**config.mk**
```make
export PLATFORM = sky130hd
export DESIGN_NAME = div_issue_ctrl
export DESIGN_NICKNAME = d
export VERILOG_FILES = /design/src/rtl/div_issue_ctrl.sv
export SDC_FILE = /design/constraint.sdc
export NUM_CORES = 1
export LEC_CHECK = 0
export BUFFER_PORTS_ARGS = -buffer_cell sky130_fd_sc_hd__buf_2
export CAP_MARGIN = 15
export CORE_MARGIN = 4
export CORE_UTILIZATION = 45
export CTS_CLUSTER_DIAMETER = 100
export CTS_CLUSTER_SIZE = 10
export DETAILED_ROUTE_END_ITERATION = 8
export PLACE_DENSITY = 0.78
export SYNTH_ARGS = -nofsm -noshare
export SYNTH_HDL_FRONTEND = slang
export SYNTH_SLANG_ARGS = --single-unit
```
**constraint.sdc**
```tcl
create_clock -name inst_clk -period 6.67 [get_ports inst_clk]
set_input_delay 0.3335 -clock inst_clk [delete_from_list [all_inputs] [get_ports inst_clk]]
set_output_delay 0.3335 -clock inst_clk [all_outputs]
set_load 0.01 [all_outputs]
```
**src/rtl/div_issue_ctrl.sv**
```systemverilog
// Issue/sequencing control for one RV32M DIV/DIVU/REM/REMU op on an external unsigned divider.
// Optional macro DIV_SPECIAL_BYPASS_EN: divide-by-zero and signed overflow skip the divider entirely.
module div_issue_ctrl #(
   parameter int TAG_W = 6
) (
   input  logic             inst_clk,
   input  logic             rst_n,
   input  logic             op_valid,
   output logic             op_ready,
   input  logic [2:0]       op_funct3,
   input  logic [31:0]      op_rs1,
   input  logic [31:0]      op_rs2,
   input  logic [TAG_W-1:0] op_tag,
   input  logic             branch_mispredict,
   output logic             div_start,
   output logic [31:0]      div_a,
   output logic [31:0]      div_b,
   output logic             div_flush,
   input  logic [31:0]      div_quotient,
   input  logic [31:0]      div_remainder,
   input  logic             div_complete,
   output logic             res_valid,
   input  logic             res_ready,
   output logic [31:0]      res_data,
   output logic [TAG_W-1:0] res_tag
);

   typedef enum logic [1:0] {IDLE, START, WAIT, RESULT} state_t;

   state_t             state_reg;
   state_t             state_next;
   logic               run_reg;
   logic [2:0]         funct3_reg;
   logic [31:0]        rs1_reg;
   logic [31:0]        rs2_reg;
   logic [TAG_W-1:0]   tag_reg;
   logic [31:0]        div_a_reg;
   logic [31:0]        div_b_reg;
   logic [31:0]        res_data_reg;
   logic [TAG_W-1:0]   res_tag_reg;
   logic               capture_div;
   logic               accept;

   function automatic logic [31:0] magnitude(input logic is_signed, input logic [31:0] x);
      return (is_signed && x[31]) ? (32'd0 - x) : x;
   endfunction

   // Turns the divider's unsigned quotient/remainder into the architectural result,
   // substituting the fixed answers for divide-by-zero and signed overflow.
   function automatic logic [31:0] fixup(
      input logic [2:0]  f3,
      input logic [31:0] rs1,
      input logic [31:0] rs2,
      input logic [31:0] q,
      input logic [31:0] r
   );
      logic        is_signed;
      logic        div_zero;
      logic        overflow;
      logic [31:0] q_fix;
      logic [31:0] r_fix;
      is_signed = !f3[0];
      div_zero  = (rs2 == 32'd0);
      overflow  = is_signed && (rs1 == 32'h8000_0000) && (rs2 == 32'hFFFF_FFFF);
      q_fix     = (is_signed && !div_zero && (rs1[31] ^ rs2[31])) ? (32'd0 - q) : q;
      r_fix     = (is_signed && rs1[31]) ? (32'd0 - r) : r;
      if (div_zero) begin
         q_fix = 32'hFFFF_FFFF;
         r_fix = rs1;
      end else if (overflow) begin
         q_fix = 32'h8000_0000;
         r_fix = 32'd0;
      end
      return f3[1] ? r_fix : q_fix;
   endfunction

`ifdef DIV_SPECIAL_BYPASS_EN
   logic special_in;
   assign special_in = (op_rs2 == 32'd0) ||
                       (!op_funct3[0] && (op_rs1 == 32'h8000_0000) && (op_rs2 == 32'hFFFF_FFFF));
`endif

   assign accept = op_valid && op_ready;

   always_comb begin
      state_next  = state_reg;
      capture_div = 1'b0;
      op_ready    = run_reg && (state_reg == IDLE) && !branch_mispredict;
      div_start   = (state_reg == START) && !branch_mispredict;
      div_flush   = branch_mispredict && ((state_reg == START) || (state_reg == WAIT));
      res_valid   = (state_reg == RESULT) && !branch_mispredict;
      case (state_reg)
         IDLE: begin
            if (op_valid && op_ready) begin
`ifdef DIV_SPECIAL_BYPASS_EN
               state_next = special_in ? RESULT : START;
`else
               state_next = START;
`endif
            end
         end
         START, WAIT: begin
            if (branch_mispredict) begin
               state_next = IDLE;
            end else if (div_complete) begin
               state_next  = RESULT;
               capture_div = 1'b1;
            end else begin
               state_next = WAIT;
            end
         end
         RESULT: begin
            if (branch_mispredict || res_ready) begin
               state_next = IDLE;
            end
         end
         default: state_next = IDLE;
      endcase
   end

   // run_reg keeps op_ready low until the first edge after reset release.
   always_ff @(posedge inst_clk or negedge rst_n) begin
      if (!rst_n) begin
         state_reg    <= IDLE;
         run_reg      <= 1'b0;
         funct3_reg   <= 3'd0;
         rs1_reg      <= 32'd0;
         rs2_reg      <= 32'd0;
         tag_reg      <= '0;
         div_a_reg    <= 32'd0;
         div_b_reg    <= 32'd0;
         res_data_reg <= 32'd0;
         res_tag_reg  <= '0;
      end else begin
         state_reg <= state_next;
         run_reg   <= 1'b1;
         if (accept) begin
            funct3_reg <= op_funct3;
            rs1_reg    <= op_rs1;
            rs2_reg    <= op_rs2;
            tag_reg    <= op_tag;
            div_a_reg  <= magnitude(!op_funct3[0], op_rs1);
            div_b_reg  <= magnitude(!op_funct3[0], op_rs2);
         end
         if (capture_div) begin
            res_data_reg <= fixup(funct3_reg, rs1_reg, rs2_reg, div_quotient, div_remainder);
            res_tag_reg  <= tag_reg;
         end
`ifdef DIV_SPECIAL_BYPASS_EN
         if (accept && special_in) begin
            res_data_reg <= fixup(op_funct3, op_rs1, op_rs2, 32'd0, 32'd0);
            res_tag_reg  <= op_tag;
         end
`endif
      end
   end

   assign div_a    = div_a_reg;
   assign div_b    = div_b_reg;
   assign res_data = res_data_reg;
   assign res_tag  = res_tag_reg;

endmodule

```
Word-level counts from Yosys, hierarchy flattened:

Cells that the tools add are included.

* bits in registers: 177
* latch bits: 0
* memory bits (writable): 0
* memory bits (read-only): 0
* input port bits: 143
* output and inout port bits: 106
* word-level logic and storage cells: 62
* memories kept: 0

* add/subtract/negate cells: 4
* multipliers: 0
* divide/modulo/power cells: 0
* magnitude comparators: 0
* equal/unequal tests: 7
* shifts and indexed selects: 0
* mux-type cells: 17
* bitwise operators: 1
* reduce and logical (&&, ||, !) cells: 23

Operator list (count)
* 2-to-1 mux 32 bit: 9
* subtractor 1 x 32 -> 32 bit (first input constant): 4
* == test 32 bit (second input constant): 2
* logical NOT 32 bit: 1
* logical AND 1 bit: 13
* 2-to-1 mux 2 bit: 3
* case mux 2 bit (3 select lines): 1
* == test 2 bit (second input constant): 2
* logical NOT 1 bit: 4
* 2-to-1 mux 1 bit: 4
* == test 2 x 1 -> 1 bit (second input constant): 1
* logical NOT 2 bit: 1
* logical OR 1 bit: 2
* != test 2 x 1 -> 1 bit (second input constant): 1
* != test 2 bit (second input constant): 1
* AND reduction 2 bit: 1
* OR reduction 2 bit: 1
* bitwise XOR 1 bit: 1

Depth between registers and ports, before layout:

Gate-level depths: netlist of the first run.

* word-level depth: 8
* depth in mapped cells: 10
* mapped depth without buffers: 8

Worst setup path before layout of the first run:

No wires, ideal clock.

* kind: input port to flip-flop
* from: in div_quotient[8]
* to: reg res_data_reg[29], in the netlist res_data[29]
* setup time: 0.125 ns
* data arrival time: 2.284 ns
* required time: 6.545 ns
* path slack: 4.260 ns
* stages on the path: 7
* path buffers: 1
* cells stage by stage: or4_4 -> or4b_1 -> buf_2 -> nor3_2 -> a21oi_1 -> xnor2_1 -> a2111oi_0

* word-level cells in the longest chain between the ends: 5

Ends and longest elaborated chain
* start: declaration: line 19 `input logic [31:0] div_quotient,`
* subtractor 1 x 32 -> 32 bit: line 65 `q_fix = (is_signed && !div_zero && (rs1[31] ^ rs2[31])) ? (32'd0 - q) : q;`
* 2-to-1 mux 32 bit: line 65
* 2-to-1 mux 32 bit: line 70 `end else if (overflow) begin`
* 2-to-1 mux 32 bit: line 67 `if (div_zero) begin`
* 2-to-1 mux 32 bit: line 74 `return f3[1] ? r_fix : q_fix;`
* end signal: assignment: line 146 `res_data_reg <= fixup(funct3_reg, rs1_reg, rs2_reg, div_quotient, div_remainder);`
* end: declaration: line 39 `logic [31:0] res_data_reg;`

No other way between the ends.
A chain may end at the register's enable or synchronous reset.

Worst setup path after layout of the first run:

* from: reg rs2_reg[31]
* to: reg res_data_reg[30], in the netlist res_data[30]

* word-level cells in the longest chain between the ends: 8
* elaborated cells on any way between the ends: 13
* classes of those cells: eq/ne: 1; mux: 6; bitwise: 1; reduce/logical: 5

Ends and longest elaborated chain
* start: declaration: line 35 `logic [31:0] rs2_reg;`
* start signal: assignment: line 140 `rs2_reg <= op_rs2;`
* logical NOT 32 bit: line 63 `div_zero = (rs2 == 32'd0);`
* logical NOT 1 bit: line 65
* logical AND 1 bit (2 in series): line 65
* 2-to-1 mux 32 bit: line 65
* 2-to-1 mux 32 bit: line 70
* 2-to-1 mux 32 bit: line 67
* 2-to-1 mux 32 bit *: line 74

Mark *: on every way between the ends. The rest lies on a longest branch, timed or not.

==> results.md, run 1 <==
- Outcome: finished, final reports clean
- Ys flop type: dfrtp_1
- GP Congestion: 0.910
- Hold Slack: 0.0350 ns
- Final #Nets: 1595
- RSZ-0062 raised after global routing: false
- I/O Pins: 249
- CP Class: flip-flop to flip-flop
- Synth top area share: 0.429
- Netlist Area Pre-Place: 10200 sq um
- Worst-margin pin slew: 0.969 ns
- Critical path's slowest cell: or2_0
- Port Buffers: 247
- Worst Clk Skew: 0.0115 ns
- EDFF count, synth: 0
- Sequential-to-total area share from yosys stat: 0.429
- Post-Syn Instances: 1238
- Proportion of layout cells with a drive suffix above 1: 0.218
- P_leak: 5.71 nW
- Clock Tree Root: clkbuf_16
- Final setup violation count: 0
- Synthesized flop and latch total: 175
- Core Area: 22100 sq um
- Avg Vias per Cell: 5.66
- Worst min path class: input pin to asynchronous set/reset pin
- Total global routing overflow: 0
- Final Non-Filler Cells: 1743
- CP cell instances: nor4_1, nand4_1, or2_0, nand3_1, nor2_1, a2111oi_0
- Top cells by area, synth: dfrtp_1 (43%), nand2_1 (12%), xnor2_1 (5.6%)
- Final instance area: 12200 sq um
- Post-route ant nets: 0
- Most common cell after layout, fill and taps aside: nand2_1
- Post-synth top area cell: dfrtp_1
- Layout area overhead: 19.5%
- H-tree lvl count: 4
- Clk_lat worst skew: 0.43 ns
- Largest net degree at the start of global routing: 103
- Startpoint Class: flip-flop
- Final period util: 0.465
- Maxcap violations: 0
- FP Rows: 54
- Worst-path maximum fanout: 14
- Residual DRC: 0
- Distinct cells, synth: 68
- Total track usage: 0.247
- DRT Wirelength: 31.5 mm
- First-pass iteration count of the detailed router: 5
- First-pass GRT wire length: 49.3 mm
- Fin util: 0.552
- Slowest stage delay, CP: 0.59 ns
- Number of synthesis warnings: 0
- Post-CTS resize count: 0
- Initial antenna violation count: 5
- Syn nets: 1388
- Max Slew Vio Count: 0
- Initial DRC Count: 833
- DIE AREA: 25200 sq um
- Wire per inst: 18.1 microns
- P per Cell Area: 408 nW/um^2
- DPL Wire Length: 23.5 mm
- Hold Buf Count CTS: 0
- Final Hold Viols: 0
- # placed instances: 1705
- Deepest clock path buffer count: 2
- Slew headroom: 0.354
- Crit path time final: 3.10 ns
- Post-CTS setup buffers: 0
- Die Ht: 159 microns
- Async SR Flop Fraction: 1.00
- Clock sink count: 175
- Max Freq: 322 MHz
- Crit path DAT: 3.40 ns
- Number of global-route vias before repair: 9307
- Post-route setup TNS: 0 ns
- Num CTS Buffers: 17
- Placed inst area: 11600 sq um
- CTS tree: yes
- Required time of the critical path: 6.97 ns
- Commonest non-fill, non-tap cells in the layout: nand2_1 (313), buf_2 (247), dfrtp_1 (175)
- Peak supply drop: 0.191 mV
- Die Wd: 159 microns
- Clock slew at the register clock pins of the worst setup and hold paths: 0.07 ns
- Crit end category: flip-flop
- Syn Area/Cell: 8.24 sq um
- Via count: 9873
- Initial Util: 0.462
layout make-up:
class | count | area (sq um)
inverter | 25 | 93.8
multi-input combinational | 969 | 5470
timing repair buffer | 257 | 1320
fill | 2082 | 9890
clock buffer | 19 | 453
antenna | 5 | 12.5
sequential | 175 | 4380
tap | 280 | 350
clock inverter | 13 | 129
power breakdown:
part	total, W	switching (W)	internal [W]
Sequential	0.00207	0.000485	0.00158
Combinational	0.00191	0.00109	0.000817
Clock	0.000999	0.000456	0.000543
Total	0.00498	0.00204	0.00294
cell families (layout without fill, tap and decap cells):
logic type,after synthesis,in the layout,share of synthesized area
AND/OR/NAND/NOR,588,588,0.269
buffers and inverters,94,314,0.0368
multiplexers,1,1,0.000981
flip-flops,175,175,0.429
XOR/XNOR,104,104,0.0892
adder cells (fa/ha/maj),7,7,0.00858
AO/OA/AOI/OAI,268,268,0.166
other,1,6,0.000367
stage by stage:
step	setup slack (ns)	power [W]
after global placement	3.53	0.00391
after CTS	3.62	0.00500
final	3.57	0.00498
after global routing	3.30	0.00534
after floorplan	4.26	0.00317
after detailed placement	3.52	0.00398
final timing paths:
kind | slack, ns | start | cells past startpoint | end
setup / recovery | 3.57 | rs2_reg[31] | 6 | res_data[30]
max in group asynchronous | 5.06 | rst_n | 2 | rs1_reg[13]
hold / removal | 0.04 | rst_n | 1 | div_b[26]
setup reg to reg | 3.57 | rs2_reg[31] | 6 | res_data[30]
hold reg to reg | 0.47 | res_tag[3] | 2 | res_tag[3]
min in group inst_clk | 0.10 | op_tag[2] | 3 | tag_reg[2]
cell usage after synthesis, types with 21 or more instances:
| cell | number |
|---|---|
| xor2_1 | 39 |
| a31oi_1 | 22 |
| or3_1 | 21 |
| nor4_1 | 29 |
| inv_1 | 25 |
| xnor2_1 | 65 |
| a21oi_1 | 55 |
| nand2_1 | 314 |
| o21ai_0 | 95 |
| dfrtp_1 | 175 |
| clkbuf_1 | 51 |
| nor2_1 | 89 |
| nor3_1 | 46 |
critical path, delay by kind of cell (launching register included):
kind / cells / cell delay, ns
AO/OA/AOI/OAI: 1 / 0.42
flip-flops: 1 / 0.48
AND/OR/NAND/NOR: 5 / 2.06
layer usage:
metal | vias up | share of wire | GRT usage
met1 | 4640 | 0.44 | 0.351
met2 | 441 | 0.46 | 0.388
li1 | 4757 | - | -
met5 | - | 0 | 0
met4 | 0 | 0.017 | 0.0626
met3 | 35 | 0.082 | 0.0500
Note: power is estimated with default switching activity, not from simulation.
==> run 2, diff against run 1 <==
--- a/config.mk
+++ b/config.mk
@@ -5,6 +5,7 @@
 export SDC_FILE = /design/constraint.sdc
 export NUM_CORES = 1
 export LEC_CHECK = 0
+export ABC_AREA = 1
 export BUFFER_PORTS_ARGS = -buffer_cell sky130_fd_sc_hd__buf_2
 export CAP_MARGIN = 15
 export CORE_MARGIN = 4
@@ -12,7 +13,7 @@
 export CTS_CLUSTER_DIAMETER = 100
 export CTS_CLUSTER_SIZE = 10
 export DETAILED_ROUTE_END_ITERATION = 8
-export PLACE_DENSITY = 0.78
+export PLACE_DENSITY = 0.77
 export SYNTH_ARGS = -nofsm -noshare
 export SYNTH_HDL_FRONTEND = slang
 export SYNTH_SLANG_ARGS = --single-unit
==> constraint.sdc (replaced) <==
create_clock -name inst_clk -period 3.3 [get_ports inst_clk]
set_input_delay 0.165 -clock inst_clk [delete_from_list [all_inputs] [get_ports inst_clk]]
set_output_delay 0.165 -clock inst_clk [all_outputs]
set_load 0.01 [all_outputs]
==> results.md, run 2 <==
- DRT Wirelength: 37.5 mm
- Clock Tree Root: clkbuf_16
- Post-Syn Instances: 1738
- Total global routing overflow: 0
- Peak supply drop: 0.379 mV
- Final setup violation count: 0
- Post-CTS resize count: 0
- Netlist Area Pre-Place: 11400 sq um
- Ys flop type: dfrtp_1
- Post-synthesis mux area share: 0
- Post-synth top area cell: dfrtp_1
- R2R Setup Slk: 0.78 ns
- Initial antenna violation count: 1
- Critical path's slowest cell: dfrtp_1
- Synth top area share: 0.385
- Most common cell after layout, fill and taps aside: nand2_1
- DIE AREA: 27900 sq um
- DPL Wire Length: 28.3 mm
- Proportion of layout cells with a drive suffix above 1: 0.153
- Most frequent CP cell: nand2_1
- Final period util: 0.764
- Post-synthesis compound-gate area fraction: 0.114
- RSZ-0062 raised after global routing: false
- H-tree lvl count: 4
- Slew headroom: 0.318
- Residual DRC: 0
- CP Launch Point: rs2_reg[12]
- Layout area overhead: 20.3%
- Core Area: 24600 sq um
- Crit end category: flip-flop
- I/O Pins: 249
- Avg Vias per Cell: 5.39
- Clock slew at the register clock pins of the worst setup and hold paths: 0.07 ns
- Slowest stage delay, CP: 0.43 ns
- Reg2reg start: rs2_reg[12]
- Worst-margin pin slew: 1.02 ns
- Combinational Power Share: 0.432
- Max Slew Vio Count: 0
- Hold Slack: 0.0216 ns
- P_leak: 7.02 nW
- First-pass GRT wire length: 60.1 mm
- Count leader, synth: nand2_1
- CTS tree: yes
- Synthesized flop and latch total: 175
- EDFF count, synth: 0
- GP Congestion: 1.00
- Final Non-Filler Cells: 2304
- Die Wd: 167 microns
- Worst Hold Depth: 3
- Syn Area/Cell: 6.54 sq um
- Final #Nets: 2117
- FF/Latch Area: 4380 sq um
- CP cell instances: nor2_1, nand2_1, nor2_1, nand2_1, nor2_8, inv_2, nand2_1, o21ai_0, nand3_1, nand2_1
- Worst r2r path cells: 10
- Final Hold Viols: 0
- # placed instances: 2252
- Number of synthesis warnings: 0
- Num CTS Buffers: 17
- Fin util: 0.556
- XOR/XNOR Fraction of Synth Area: 0.0270
- Deepest clock path buffer count: 2
- Wire per inst: 16.3 microns
- Max Freq: 396 MHz
- Clock sink count: 175
- Commonest non-fill, non-tap cells in the layout: nand2_1 (563), nor2_1 (270), buf_2 (246)
- Synth Area in Adders: 0.00770
- Port Buffers: 247
- Fillers: 2420
- Post-route setup TNS: 0 ns
- First-pass iteration count of the detailed router: 7
- Multi-input gate area: 6180 sq um
- Post-Synth Simple-Gate Area: 0.394
- Clk_lat worst skew: 0.43 ns
- Via count: 12413
- Distinct cells, synth: 40
- Setup crit end: res_data[31]
- Top cells by area, synth: dfrtp_1 (39%), nand2_1 (19%), nor2_1 (8.9%)
- Initial Util: 0.462
- Worst R2R End: res_data[31]
- Sequential-to-total area share from yosys stat: 0.385
- CP Class: flip-flop to flip-flop
- Stages on the worst setup path: 10
- Startpoint Class: flip-flop
- Synth cell count leaders: nand2_1 (564), nor2_1 (270), dfrtp_1 (175), nand3_1 (175), inv_1 (137)
- Internal power: 0.00616 W
- FP Rows: 57
- Post-route ant nets: 0
- Number of global-route vias before repair: 11563
- Required time of the critical path: 3.62 ns
- Top delay family on crit path: simple AND/OR/NAND/NOR gates
- Largest net degree at the start of global routing: 198
- Initial DRC Count: 1437
- Sequential share of power: 0.369
- Worst-path maximum fanout: 37
- Outcome: finished, final reports clean
- Sw frac: 0.433
- Async SR Flop Fraction: 1.00
- Worst min path class: input pin to flip-flop
- P_sw: 0.00470 W
- Die Ht: 167 microns
- Crit path DAT: 2.84 ns
- Crit path time final: 2.52 ns
- Clock power frac: 0.199
- Worst Clk Skew: 0.0133 ns
- Syn nets: 1888
- Largest family of logic cells by synthesized area: simple AND/OR/NAND/NOR gates
- CP bufs+invs: 1
- Total track usage: 0.263
- Maxcap violations: 0
- P per Cell Area: 794 nW/um^2
==> run 2: cell types whose count changed in the layout (fill, tap and decap cells not counted), moves of 17 or more <==
cell	delta
a31oi_1	-19
dlygate4sd3_1	+20
inv_1	+112
nand2_1	+250
nand3_1	+165
nand4_1	+22
nor2_1	+182
nor3_1	-33
nor4_1	-28
o211ai_1	+18
o21ai_0	+17
or3_1	-21
xnor2_1	-53
==> run 2: how the worst min path moves through the flow <==
stage                     startpoint      endpoint
after CTS                  op_rs2[8]    rs2_reg[8]
after global routing      op_rs1[25]   rs1_reg[25]
after detailed placement       rst_n  res_data[10]
final                     op_rs1[30]     div_a[30]
after global placement         rst_n  res_data[13]
after floorplan                rst_n     div_a[10]
==> run 2: power by group through the flow <==
stage | clock [W] | combinational (W) | sequential [W]
global placement | 0 | 0.00453 | 0.00396
CTS | 0.00220 | 0.00468 | 0.00398
floorplan | 0 | 0.00279 | 0.00406
detailed placement | 0 | 0.00463 | 0.00399
global route | 0.00229 | 0.00525 | 0.00413
finish | 0.00216 | 0.00469 | 0.00401
==> run 2: layout make-up <==
type	count	area share
tap	324	0.0296
timing repair buffer	278	0.114
antenna	1	0.000183
inverter	141	0.0387
clock inverter	12	0.0126
clock buffer	19	0.0324
sequential	175	0.320
multi-input combinational	1354	0.452
==> run 2: kinds of logic (layout without fill, tap and decap cells) <==
group | Yosys count | after routing
AOI/OAI and AO/OA | 231 | 231
xor gates and xnor gates | 35 | 35
adders and majority gates | 7 | 7
buffers and inverters | 209 | 450
DFF | 175 | 175
other | 1 | 2
and+or+nand+nor | 1080 | 1080
==> run 2: layer usage <==
metal / GRT usage / up-vias / wire (microns) / share of wire
li1: - / 6089 / - / -
met2: 0.409 / 627 / 16500 / 0.44
met3: 0.0548 / 40 / 3750 / 0.10
met5: 0 / - / 0 / 0
met4: 0.0530 / 0 / 493 / 0.013
met1: 0.383 / 5657 / 16700 / 0.45
==> run 2: per-stage QoR <==
stage | area [sq um] | setup slack (ns) | power, W
floorplan | 11400 | 1.46 | 0.00684
global placement | 12900 | 0.945 | 0.00849
detailed placement | 12900 | 0.861 | 0.00861
CTS | 13700 | 0.842 | 0.0109
global route | 13700 | 0.623 | 0.0117
finish | 13700 | 0.777 | 0.0109
==> run 2: worst min-delay path: stages <==
cell     delay, ns
buf_2         0.09
nand4_1       0.08
nand3_1       0.09
==> run 2: timing repair <==
item,4_1_cts,5_1_grt
buffers inserted,0,0
hold buffers,20,0
hold endpoints to repair,94,0
